File: config.mk
export PLATFORM = sky130hd
export DESIGN_NAME = mmcm_ps_stepper
export DESIGN_NICKNAME = d
export VERILOG_FILES = /design/src/rtl/mmcm_servo_pkg.sv /design/src/rtl/ps_timeout_counter.sv /design/src/rtl/mmcm_ps_stepper.sv
export SDC_FILE = /design/constraint.sdc
export NUM_CORES = 1
export LEC_CHECK = 0
export ABC_AREA = 1
export CAP_MARGIN = 40
export CORE_ASPECT_RATIO = 1.75
export CORE_MARGIN = 2
export CORE_UTILIZATION = 62
export DETAILED_ROUTE_END_ITERATION = 10
export PLACE_DENSITY = 0.95
export SLEW_MARGIN = 30
export SYNTH_ARGS = -nofsm -noshare
export SYNTH_HDL_FRONTEND = slang
export SYNTH_SLANG_ARGS = --single-unit
File: constraint.sdc
create_clock -name clk -period 5.73 [get_ports clk]
set_clock_uncertainty 0.1 [all_clocks]
set_input_delay 1.4325 -clock clk [delete_from_list [all_inputs] [get_ports clk]]
set_output_delay 1.4325 -clock clk [all_outputs]
set_load 0.02 [all_outputs]
File: src/rtl/mmcm_servo_pkg.sv
// mmcm_servo_pkg: shared types and helpers for the MMCM phase-shift servo.
//   ps_state_e  : stepper FSM states (IDLE / PULSE / WAIT)
//   PS_INC/DEC  : PSINCDEC encodings
//   step_w()    : width of a per-sample step counter for a given MAX_STEPS
package mmcm_servo_pkg;

  typedef enum logic [1:0] {
    IDLE  = 2'd0,
    PULSE = 2'd1,
    WAIT  = 2'd2
  } ps_state_e;

  localparam logic PS_INC = 1'b1;
  localparam logic PS_DEC = 1'b0;

  // Bits needed to hold 0..max_steps.
  function automatic int step_w(input int max_steps);
    return (max_steps < 1) ? 1 : $clog2(max_steps + 1);
  endfunction

endpackage

File: src/rtl/ps_timeout_counter.sv
// ps_timeout_counter: loadable down-counter that times a PSDONE wait.
//   clk, rst_n : clock, async active-low reset
//   load       : restart the wait (count <= PSDONE_TIMEOUT-1)
//   en         : count down one cycle of waiting
//   tc         : terminal count, high when the count is zero
// Loaded count PSDONE_TIMEOUT-1 corresponds to "0 cycles elapsed"; tc marks
// the cycle where PSDONE_TIMEOUT-1 cycles have elapsed.
module ps_timeout_counter #(
  parameter int PSDONE_TIMEOUT = 63
) (
  input  logic clk,
  input  logic rst_n,
  input  logic load,
  input  logic en,
  output logic tc
);

  localparam int CW = (PSDONE_TIMEOUT < 2) ? 1 : $clog2(PSDONE_TIMEOUT);
  localparam logic [CW-1:0] LOAD_VAL = CW'(PSDONE_TIMEOUT - 1);
  localparam logic [CW-1:0] ONE      = CW'(1);

  logic [CW-1:0] cnt;

  always_ff @(posedge clk or negedge rst_n) begin
    if (!rst_n)
      cnt <= '0;
    else if (load)
      cnt <= LOAD_VAL;
    else if (en && (cnt != '0))
      cnt <= cnt - ONE;
  end

  assign tc = (cnt == '0);

endmodule

File: src/rtl/mmcm_ps_stepper.sv
// mmcm_ps_stepper: turns filtered phase-error samples into bounded bursts of
// MMCM dynamic phase-shift steps, paced by PSDONE.
//   clk         : system clock (also MMCM PSCLK)
//   reset_in_n  : async active-low reset
//   CE, err_in  : sample strobe and signed filtered phase error
//   enable      : servo run enable
//   psen        : one-cycle PSEN pulse per step
//   psincdec    : step direction (1 = increment), held through the wait
//   psdone      : MMCM step-complete handshake
//   busy        : burst in progress (state != IDLE)
//   position    : signed, saturating count of completed steps
//   timeout_err : sticky flag, PSDONE never came back for a step
module mmcm_ps_stepper
  import mmcm_servo_pkg::*;
#(
  parameter int WIDTH          = 32,
  parameter int DEADBAND       = 4,
  parameter int MAX_STEPS      = 8,
  parameter int PSDONE_TIMEOUT = 63
) (
  input  logic                    clk,
  input  logic                    reset_in_n,
  input  logic                    CE,
  input  logic                    enable,
  input  logic signed [WIDTH-1:0] err_in,
  output logic                    psen,
  output logic                    psincdec,
  input  logic                    psdone,
  output logic                    busy,
  output logic signed [WIDTH-1:0] position,
  output logic                    timeout_err
);

  localparam int SW = step_w(MAX_STEPS);

  localparam logic [WIDTH-1:0]        DB_U    = WIDTH'(DEADBAND);
  localparam logic [WIDTH-1:0]        MAX_U   = WIDTH'(MAX_STEPS);
  localparam logic signed [WIDTH-1:0] POS_MAX = {1'b0, {(WIDTH-1){1'b1}}};
  localparam logic signed [WIDTH-1:0] POS_MIN = {1'b1, {(WIDTH-1){1'b0}}};
  localparam logic signed [WIDTH-1:0] ONE_S   = WIDTH'(1);
  localparam logic [SW-1:0]           ONE_R   = SW'(1);

  ps_state_e      state;
  logic [SW-1:0]  remaining;

  logic [WIDTH-1:0]        mag;
  logic [WIDTH-1:0]        excess;
  logic [WIDTH-1:0]        clamped;
  logic [SW-1:0]           step_cnt;
  logic                    need_steps;
  logic signed [WIDTH-1:0] pos_step;
  logic                    tmo_tc;

  // Magnitude with the most-negative input pinned to +max so it cannot wrap.
  // The clamp happens at full width; truncation is only safe afterwards.
  always_comb begin
    mag = '0;
    if (err_in == POS_MIN)
      mag = POS_MAX;
    else if (err_in[WIDTH-1])
      mag = -err_in;
    else
      mag = err_in;
    need_steps = (mag > DB_U);
    excess     = mag - DB_U;
    clamped    = (excess > MAX_U) ? MAX_U : excess;
    step_cnt   = clamped[SW-1:0];
  end

  // Position after one completed step in the current direction, saturating.
  always_comb begin
    pos_step = position;
    if (psincdec == PS_INC) begin
      if (position != POS_MAX) pos_step = position + ONE_S;
    end else begin
      if (position != POS_MIN) pos_step = position - ONE_S;
    end
  end

  ps_timeout_counter #(
    .PSDONE_TIMEOUT(PSDONE_TIMEOUT)
  ) u_tmo (
    .clk  (clk),
    .rst_n(reset_in_n),
    .load (state == PULSE),
    .en   (state == WAIT),
    .tc   (tmo_tc)
  );

  // psen/busy are registered alongside the state so they change with it.
  // psincdec doubles as the burst direction register.
  always_ff @(posedge clk or negedge reset_in_n) begin
    if (!reset_in_n) begin
      state       <= IDLE;
      psen        <= 1'b0;
      psincdec    <= PS_DEC;
      busy        <= 1'b0;
      position    <= '0;
      timeout_err <= 1'b0;
      remaining   <= '0;
    end else begin
      case (state)
        IDLE: begin
          psen <= 1'b0;
          if (CE && enable && need_steps) begin
            remaining <= step_cnt;
            psincdec  <= err_in[WIDTH-1] ? PS_DEC : PS_INC;
            psen      <= 1'b1;
            busy      <= 1'b1;
            state     <= PULSE;
          end
        end
        PULSE: begin
          psen      <= 1'b0;
          remaining <= remaining - ONE_R;
          state     <= WAIT;
        end
        WAIT: begin
          // psdone wins over a same-cycle terminal count.
          if (psdone) begin
            position <= pos_step;
            if ((remaining != '0) && enable) begin
              psen  <= 1'b1;
              state <= PULSE;
            end else begin
              remaining <= '0;
              busy      <= 1'b0;
              state     <= IDLE;
            end
          end else if (tmo_tc) begin
            timeout_err <= 1'b1;
            remaining   <= '0;
            busy        <= 1'b0;
            state       <= IDLE;
          end
        end
        default: begin
          psen      <= 1'b0;
          busy      <= 1'b0;
          remaining <= '0;
          state     <= IDLE;
        end
      endcase
    end
  end

endmodule

==> out/metrics.yaml, run 1 <==
cap_violations: 0
p_clk_frac: 0.103
drt_wl_total_mm: 19.5
async_flop_share: 1.00
synth_area_um2: 6360
drive_above_1_share: 0.0825
insertedDiodeCount: 0
min-delay-path-class: "reg2reg"
row_count: 49
max_freq_mhz: 211
root_buffer: "clkbuf_16"
grt_overflow_total: 0
vias_per_cell: 5.85
grt_pass1_vias: 7258
criticalPathCategory: "in2reg"
core_region_area_um2: 10100
synth_fp_nets: 1144
p_leak_uw: 0.00381
setup_viol: 0
required_ns: 5.87
cts_resized: 0
crit_fanout: 11
use_met3: 0.0470
period_minus_slack_ns: 4.75
wl_per_cell_um: 15.4
grtUsageMet2: 0.667
synth_top_area_share: 0.189
grt_first_pass_wirelength_mm: 31.8
synth_edf_count: 0
whs_ns: 0.388
arrival_ns: 4.89
max_stage_delay_ns: 0.81
io_buffers: 72
rsz0062_at_grt: "no"
slew_headroom: 0.504
synthTopCellsByCount: "nand2_1 (313), inv_1 (140), nor2_1 (124)"
postRouteAntennaNets: 0
die_w_um: 80.6
fin_crit_sh: 0.829
clk_pin_slew_ns: 0.07
vias: 7409
grt-busiest-layer: "met2"
ios: 73
hold_viol: 0
htreeDepth: 2
synth_flop_cell: "dfrtp_1"
groute.usage.overall: 0.356
drt-pass1-iter-count: 5
p_int_uw: 1770
setup_tns_ns: 0
maxSlewViolCount: 0
ys.warnings.count: 0
max_slew.worst_pin.slew_ns: 0.736
path_cells: "clkdlybuf4s50_1 > nand2_1 > nor4_1 > nand2_1 > nand3_1 > nor2_1 > nand2_1 > inv_1 > nand2_1 > nor3_1 > nor2_1 > nand2_1 > nor2_2 > nand3_1 > nand2_1 > nand2_1 > nand2_1"
p_seq_frac: 0.183
grt_max_degree: 50
max-vdd-ir-drop_mv: 0.423
die-area_um2: 11100
cts_hold_buf: 0
drc: 0
start_kind: "primary input"
crit_top_cell: "nand2_1"
switching_share: 0.538
status: "completed"
synth_cells: 1068
power.switching_uw: 2060
comb_power_share: 0.714
clk_latency_ns: 0.30
netlist_top_cells_area: "dfrtp_1 (19%), nand2_1 (18%), inv_1 (8.3%), nand3_1 (7.6%), ha_1 (7.5%)"
numCtsBuffers: 5
dieHeight_um: 138
met1_usage: 0.315
cts_sinks: 48
initialDrtViolationCount: 497
yosys.cell_types.count: 47
pwr_density_cell_nw_per_um2: 519
final_nets: 1214
worst_path_max_delay_cell: "clkdlybuf4s50_1"
synth_seq_cells: 48
yosysMostFrequentCell: "nand2_1"
start_util: 0.629
seq_area_frac_synth: 0.189
cp-end-kind: "flip-flop"
post-cts-setup-buffers: 0
ctsLongestPathBuffers: 2
syn_area_per_cell_um2: 5.96
gp_congestion: 1.01
dpl.hpwl_mm: 15.7
synth.largest_area_cell: "dfrtp_1"
cts_tree: "yes"
grt_antenna_before_repair: 0
area_delta_synth_final_pct: 16.0
-- state kept, by name, indices dropped and copies added (netlist names) --
name / count
position: 32
u_tmo.cnt: 6
remaining: 4
state: 2
busy: 1
psen: 1
psincdec: 1
timeout_err: 1
-- critical path: cells and delay by family --
kind                   cells  cell delay [ns]
and+or+nand+nor           15             2.57
buffers and inverters      2             0.87
-- power groups by stage --
| stage | Sequential [uW] | Clock, uW | Combinational, uW |
|---|---|---|---|
| 3_3_place_gp | 688 | 0 | 2540 |
| 2_1_floorplan | 783 | 0 | 1730 |
| 4_1_cts | 690 | 396 | 2660 |
| 5_1_grt | 715 | 411 | 3020 |
| 3_5_place_dp | 696 | 0 | 2620 |
| 6_report | 699 | 396 | 2740 |
-- path summary, 6_finish.rpt --
kind	startpoint	endpoint	slack, ns	depth (start not counted)
worst max-delay path	err_in[31]	remaining[0]$_DFFE_PN0P_	0.98	17
worst min-delay path	timeout_err$_DFFE_PN0P_	timeout_err$_DFFE_PN0P_	0.39	1
worst max register to register	psincdec$_DFFE_PN0P_	position[30]$_DFFE_PN0P_	1.83	14
worst min register to register	timeout_err$_DFFE_PN0P_	timeout_err$_DFFE_PN0P_	0.39	1
max in group asynchronous	reset_in_n	position[26]$_DFFE_PN0P_	3.97	2
min in group asynchronous	reset_in_n	position[2]$_DFFE_PN0P_	1.13	2
-- logic make-up after synthesis --
logic type,count (synthesis),synth area share
xor+xnor,21,0.0289
flops,48,0.189
compound gates,137,0.114
buf+inv,160,0.102
simple gates,663,0.488
fa+ha+maj,39,0.0779
-- per-layer routing --
| layer | share of wire | wire length, um | vias to the layer above |
|---|---|---|---|
| li1 | - | - | 3625 |
| met1 | 0.33 | 6410 | 3344 |
| met2 | 0.54 | 10500 | 315 |
| met3 | 0.042 | 825 | 125 |
| met4 | 0.090 | 1750 | 0 |
| met5 | 0 | 0 | - |
-- per-stage QoR --
step	power, uW	utilization	setup slack (ns)	instances	cell area (um^2)
floorplan	2510	-	1.67	1068	6360
global placement	3230	0.709	0.857	1257	7170
detailed placement	3310	0.709	0.769	1257	7170
CTS	3750	0.728	1.05	1265	7370
global route	4150	0.730	0.703	1266	7380
finish	3830	0.730	0.981	1266	7380
-- layout by cell type, fill, tap and decap left out, types with 2 or more instances in the layout --
cell type | synthesis | layout
nand2_4 | 5 | 5
nand3b_1 | 6 | 6
nor2_8 | 2 | 2
o21ai_1 | 3 | 3
clkbuf_16 | 0 | 5
nand3_2 | 14 | 14
xnor2_1 | 10 | 10
nand2_2 | 8 | 8
or2_2 | 8 | 8
a21oi_1 | 60 | 60
clkdlybuf4s50_1 | 0 | 71
inv_1 | 140 | 140
nor3_2 | 2 | 2
nand3_1 | 97 | 97
nor2_1 | 124 | 124
bufinv_16 | 0 | 2
nor2_2 | 25 | 25
nor3_1 | 14 | 14
a31oi_1 | 8 | 8
buf_4 | 5 | 5
nand3_4 | 2 | 2
xor2_1 | 11 | 11
nand4_1 | 22 | 22
nor4_1 | 11 | 11
dfrtp_1 | 48 | 48
inv_2 | 5 | 5
o21ai_0 | 55 | 55
nor2_4 | 6 | 6
o211ai_1 | 2 | 2
ha_1 | 38 | 38
nand2_1 | 313 | 313
-- cell type report --
| class | count | area [um^2] |
|---|---|---|
| Tap cell | 127 | 159 |
| Clock buffer | 5 | 125 |
| Clock inverter | 3 | 68.8 |
| Timing Repair Buffer | 78 | 768 |
| Inverter | 145 | 544 |
| Fill cell | 856 | 2730 |
| Multi-Input combinational cell | 860 | 4520 |
| Sequential cell | 48 | 1200 |
No activity file was read; power rests on OpenSTA's default activity.
==> run 2, diff against run 1 <==
--- a/config.mk
+++ b/config.mk
@@ -9,9 +9,9 @@
 export CAP_MARGIN = 40
 export CORE_ASPECT_RATIO = 1.75
 export CORE_MARGIN = 2
-export CORE_UTILIZATION = 62
+export CORE_UTILIZATION = 53
 export DETAILED_ROUTE_END_ITERATION = 10
-export PLACE_DENSITY = 0.95
+export PLACE_DENSITY = 0.87
 export SLEW_MARGIN = 30
 export SYNTH_ARGS = -nofsm -noshare
 export SYNTH_HDL_FRONTEND = slang
==> constraint.sdc (replaced) <==
create_clock -name clk -period 4.2 [get_ports clk]
set_clock_uncertainty 0.1 [all_clocks]
set_input_delay 1.05 -clock clk [delete_from_list [all_inputs] [get_ports clk]]
set_output_delay 1.05 -clock clk [all_outputs]
set_load 0.02 [all_outputs]
==> out/metrics.yaml, run 2 (synthesized netlist as in run 1, its figures left out) <==
insertedDiodeCount: 0  # unchanged
initialDrtViolationCount: 299  # was 497
final_nets: 1257  # was 1214
postRouteAntennaNets: 0  # unchanged
pwr_density_cell_nw_per_um2: 655  # was 519 nW/um^2
htreeDepth: 2  # unchanged
dp.cells: 1310  # was 1257
drt_wl_total_mm: 19.2  # was 19.5 mm
utilization: 0.651  # was 0.730
cts_sinks: 48  # unchanged
grt_pass1_vias: 7325  # was 7258
numCtsBuffers: 5  # unchanged
max_slew.worst_pin.slew_ns: 0.640  # was 0.736 ns
max_freq_mhz: 256
layout_commonest_cell: "nand2_1"  # unchanged
final_cell_mix: "nand2_1 (313), inv_1 (140), nor2_1 (124), nand3_1 (97), clkdlybuf4s50_1 (71)"  # unchanged
gp_congestion: 0.989  # was 1.01
row_count: 53  # was 49
dieHeight_um: 149  # was 138 um
placed_area_um2: 7550  # was 7170 um^2
r2r-end: "position[31]$_DFFE_PN0P_"  # was position[30]$_DFFE_PN0P_
ctsLongestPathBuffers: 2  # unchanged
ios: 73  # unchanged
critPathLaunch: "err_in[1]"  # was err_in[31]
path_cells: "clkdlybuf4s50_1 > inv_1 > ha_1 > nand2_4 > nor2_8 > nand2_8 > inv_2 > nand2_4 > nand2_1 > inv_1 > ha_2 > nand3_4 > nor2_4 > nand3_1 > nor2_2 > xor2_1 > nand2_1 > nor2_1 > nand2_1 > nor2_2 > nand3_1 > nand2_1 > nand2_1 > nand2_1"  # was clkdlybuf4s50_1 > nand2_1 > nor4_1 > nand2_1 > nand3_1 > nor2_1 > nand2_1 > inv_1 > nand2_1 > nor3_1 > nor2_1 > nand2_1 > nor2_2 > nand3_1 > nand2_1 > nand2_1 > nand2_1
top_register: "position"  # unchanged
start_util: 0.536  # was 0.629
top_regs: "position (32), u_tmo.cnt (6), remaining (4)"  # unchanged
p_leak_uw: 0.00400  # was 0.00381 uW
required_ns: 4.34  # was 5.87 ns
post-cts-setup-buffers: 0  # unchanged
core_region_area_um2: 11900  # was 10100 um^2
timing.rr.start: "psincdec$_DFFE_PN0P_"  # unchanged
drc: 0  # unchanged
fin_crit_sh: 0.929
clk_latency_ns: 0.30  # about the same
arrival_ns: 4.04  # was 4.89 ns
slew_headroom: 0.562  # was 0.504
cts_hold_buf: 0  # unchanged
reg2reg_slack_ns: 0.44  # was 1.83 ns
setup_viol: 0  # unchanged
die_w_um: 86.8  # was 80.6 um
root_buffer: "clkbuf_16"  # unchanged
io_buffers: 72  # unchanged
hold_viol: 0  # unchanged
area_delta_synth_final_pct: 21.5  # was 16.0%
grt_overflow_total: 0  # unchanged
die-area_um2: 12900  # was 11100 um^2
cts_resized: 0  # unchanged
vias: 7396  # was 7409
max_stage_delay_ns: 0.49  # was 0.81 ns
period_minus_slack_ns: 3.90
criticalPathCategory: "in2reg"  # unchanged
setup_tns_ns: 0  # unchanged
largest_register_ffs: 32  # unchanged
clk_pin_slew_ns: 0.07  # about the same
vias_per_cell: 5.61  # was 5.85
setup_slack_ns: 0.299  # was 0.981 ns
worst_path_max_delay_cell: "clkdlybuf4s50_1"  # unchanged
groute.usage.overall: 0.305  # was 0.356
crit_top_cell: "nand2_1"  # unchanged
reg2reg_depth: 20  # was 14
min-delay-path-class: "reg2reg"  # unchanged
design_area_um2: 7730  # was 7380 um^2
wl_per_cell_um: 14.6  # was 15.4 um
dp_slack_ns: -0.0177  # was 0.769 ns
grt_antenna_before_repair: 0  # unchanged
cap_violations: 0  # unchanged
drt-pass1-iter-count: 5  # unchanged
drive_above_1_share: 0.117  # was 0.0825
cp-end-kind: "flip-flop"  # unchanged
fin_cells: 1319  # was 1266
maxSlewViolCount: 0  # unchanged
min_from: "timeout_err$_DFFE_PN0P_"  # unchanged
status: "completed"  # unchanged
crit_path_end: "remaining[0]$_DFFE_PN0P_"  # unchanged
dpl.hpwl_mm: 16.0  # was 15.7 mm
grt_first_pass_wirelength_mm: 31.5  # was 31.8 mm
cts_tree: "yes"  # unchanged
grt_max_degree: 50  # unchanged
start_kind: "primary input"  # unchanged
crit_fanout: 5  # was 11
max-vdd-ir-drop_mv: 0.285  # was 0.423 mV
-- run 2: metal layers --
| metal | share of wire | vias up | GRT usage |
|---|---|---|---|
| met4 | 0.094 | 0 | 0.263 |
| li1 | - | 3715 | - |
| met3 | 0.032 | 108 | 0.0238 |
| met1 | 0.33 | 3319 | 0.266 |
| met2 | 0.55 | 254 | 0.590 |
| met5 | 0 | - | 0 |
-- run 2: cell type report --
cell class | instances | area [um^2]
clock inverter | 2 | 15.0
timing repair buffer | 120 | 1120
clock buffer | 6 | 139
sequential | 48 | 1200
inverter | 145 | 544
tap | 137 | 171
fill | 1076 | 4140
multi-input combinational | 861 | 4540
-- run 2: critical path, delay by kind of cell --
| family | cells | cell delay, ns |
|---|---|---|
| xor gates and xnor gates | 1 | 0.17 |
| adders and majority gates | 2 | 0.43 |
| buffers and inverters | 4 | 0.69 |
| and+or+nand+nor | 17 | 1.69 |
-- run 2: how the worst min path moves through the flow --
stage | to | slack [ns] | cells after the start
floorplan | remaining[1]$_DFFE_PN0P_ | 0.37 | 2
global placement | timeout_err$_DFFE_PN0P_ | 0.38 | 1
detailed placement | timeout_err$_DFFE_PN0P_ | 0.39 | 1
CTS | timeout_err$_DFFE_PN0P_ | 0.40 | 1
global route | timeout_err$_DFFE_PN0P_ | 0.41 | 1
finish | timeout_err$_DFFE_PN0P_ | 0.40 | 1
-- run 2: where the power goes --
part | internal, uW | leakage [uW] | switching [uW]
Clock | 238 | 0.0000691 | 196
Sequential | 671 | 0.000583 | 289
Combinational | 1420 | 0.00334 | 2250
-- run 2: stage by stage --
stage | total power [uW] | hold WS, ns
final | 5060 | 0.403
after detailed placement | 4560 | 0.388
after global placement | 4480 | 0.384
after global routing | 5550 | 0.413
after floorplan | 3430 | 0.371
after CTS | 5000 | 0.403
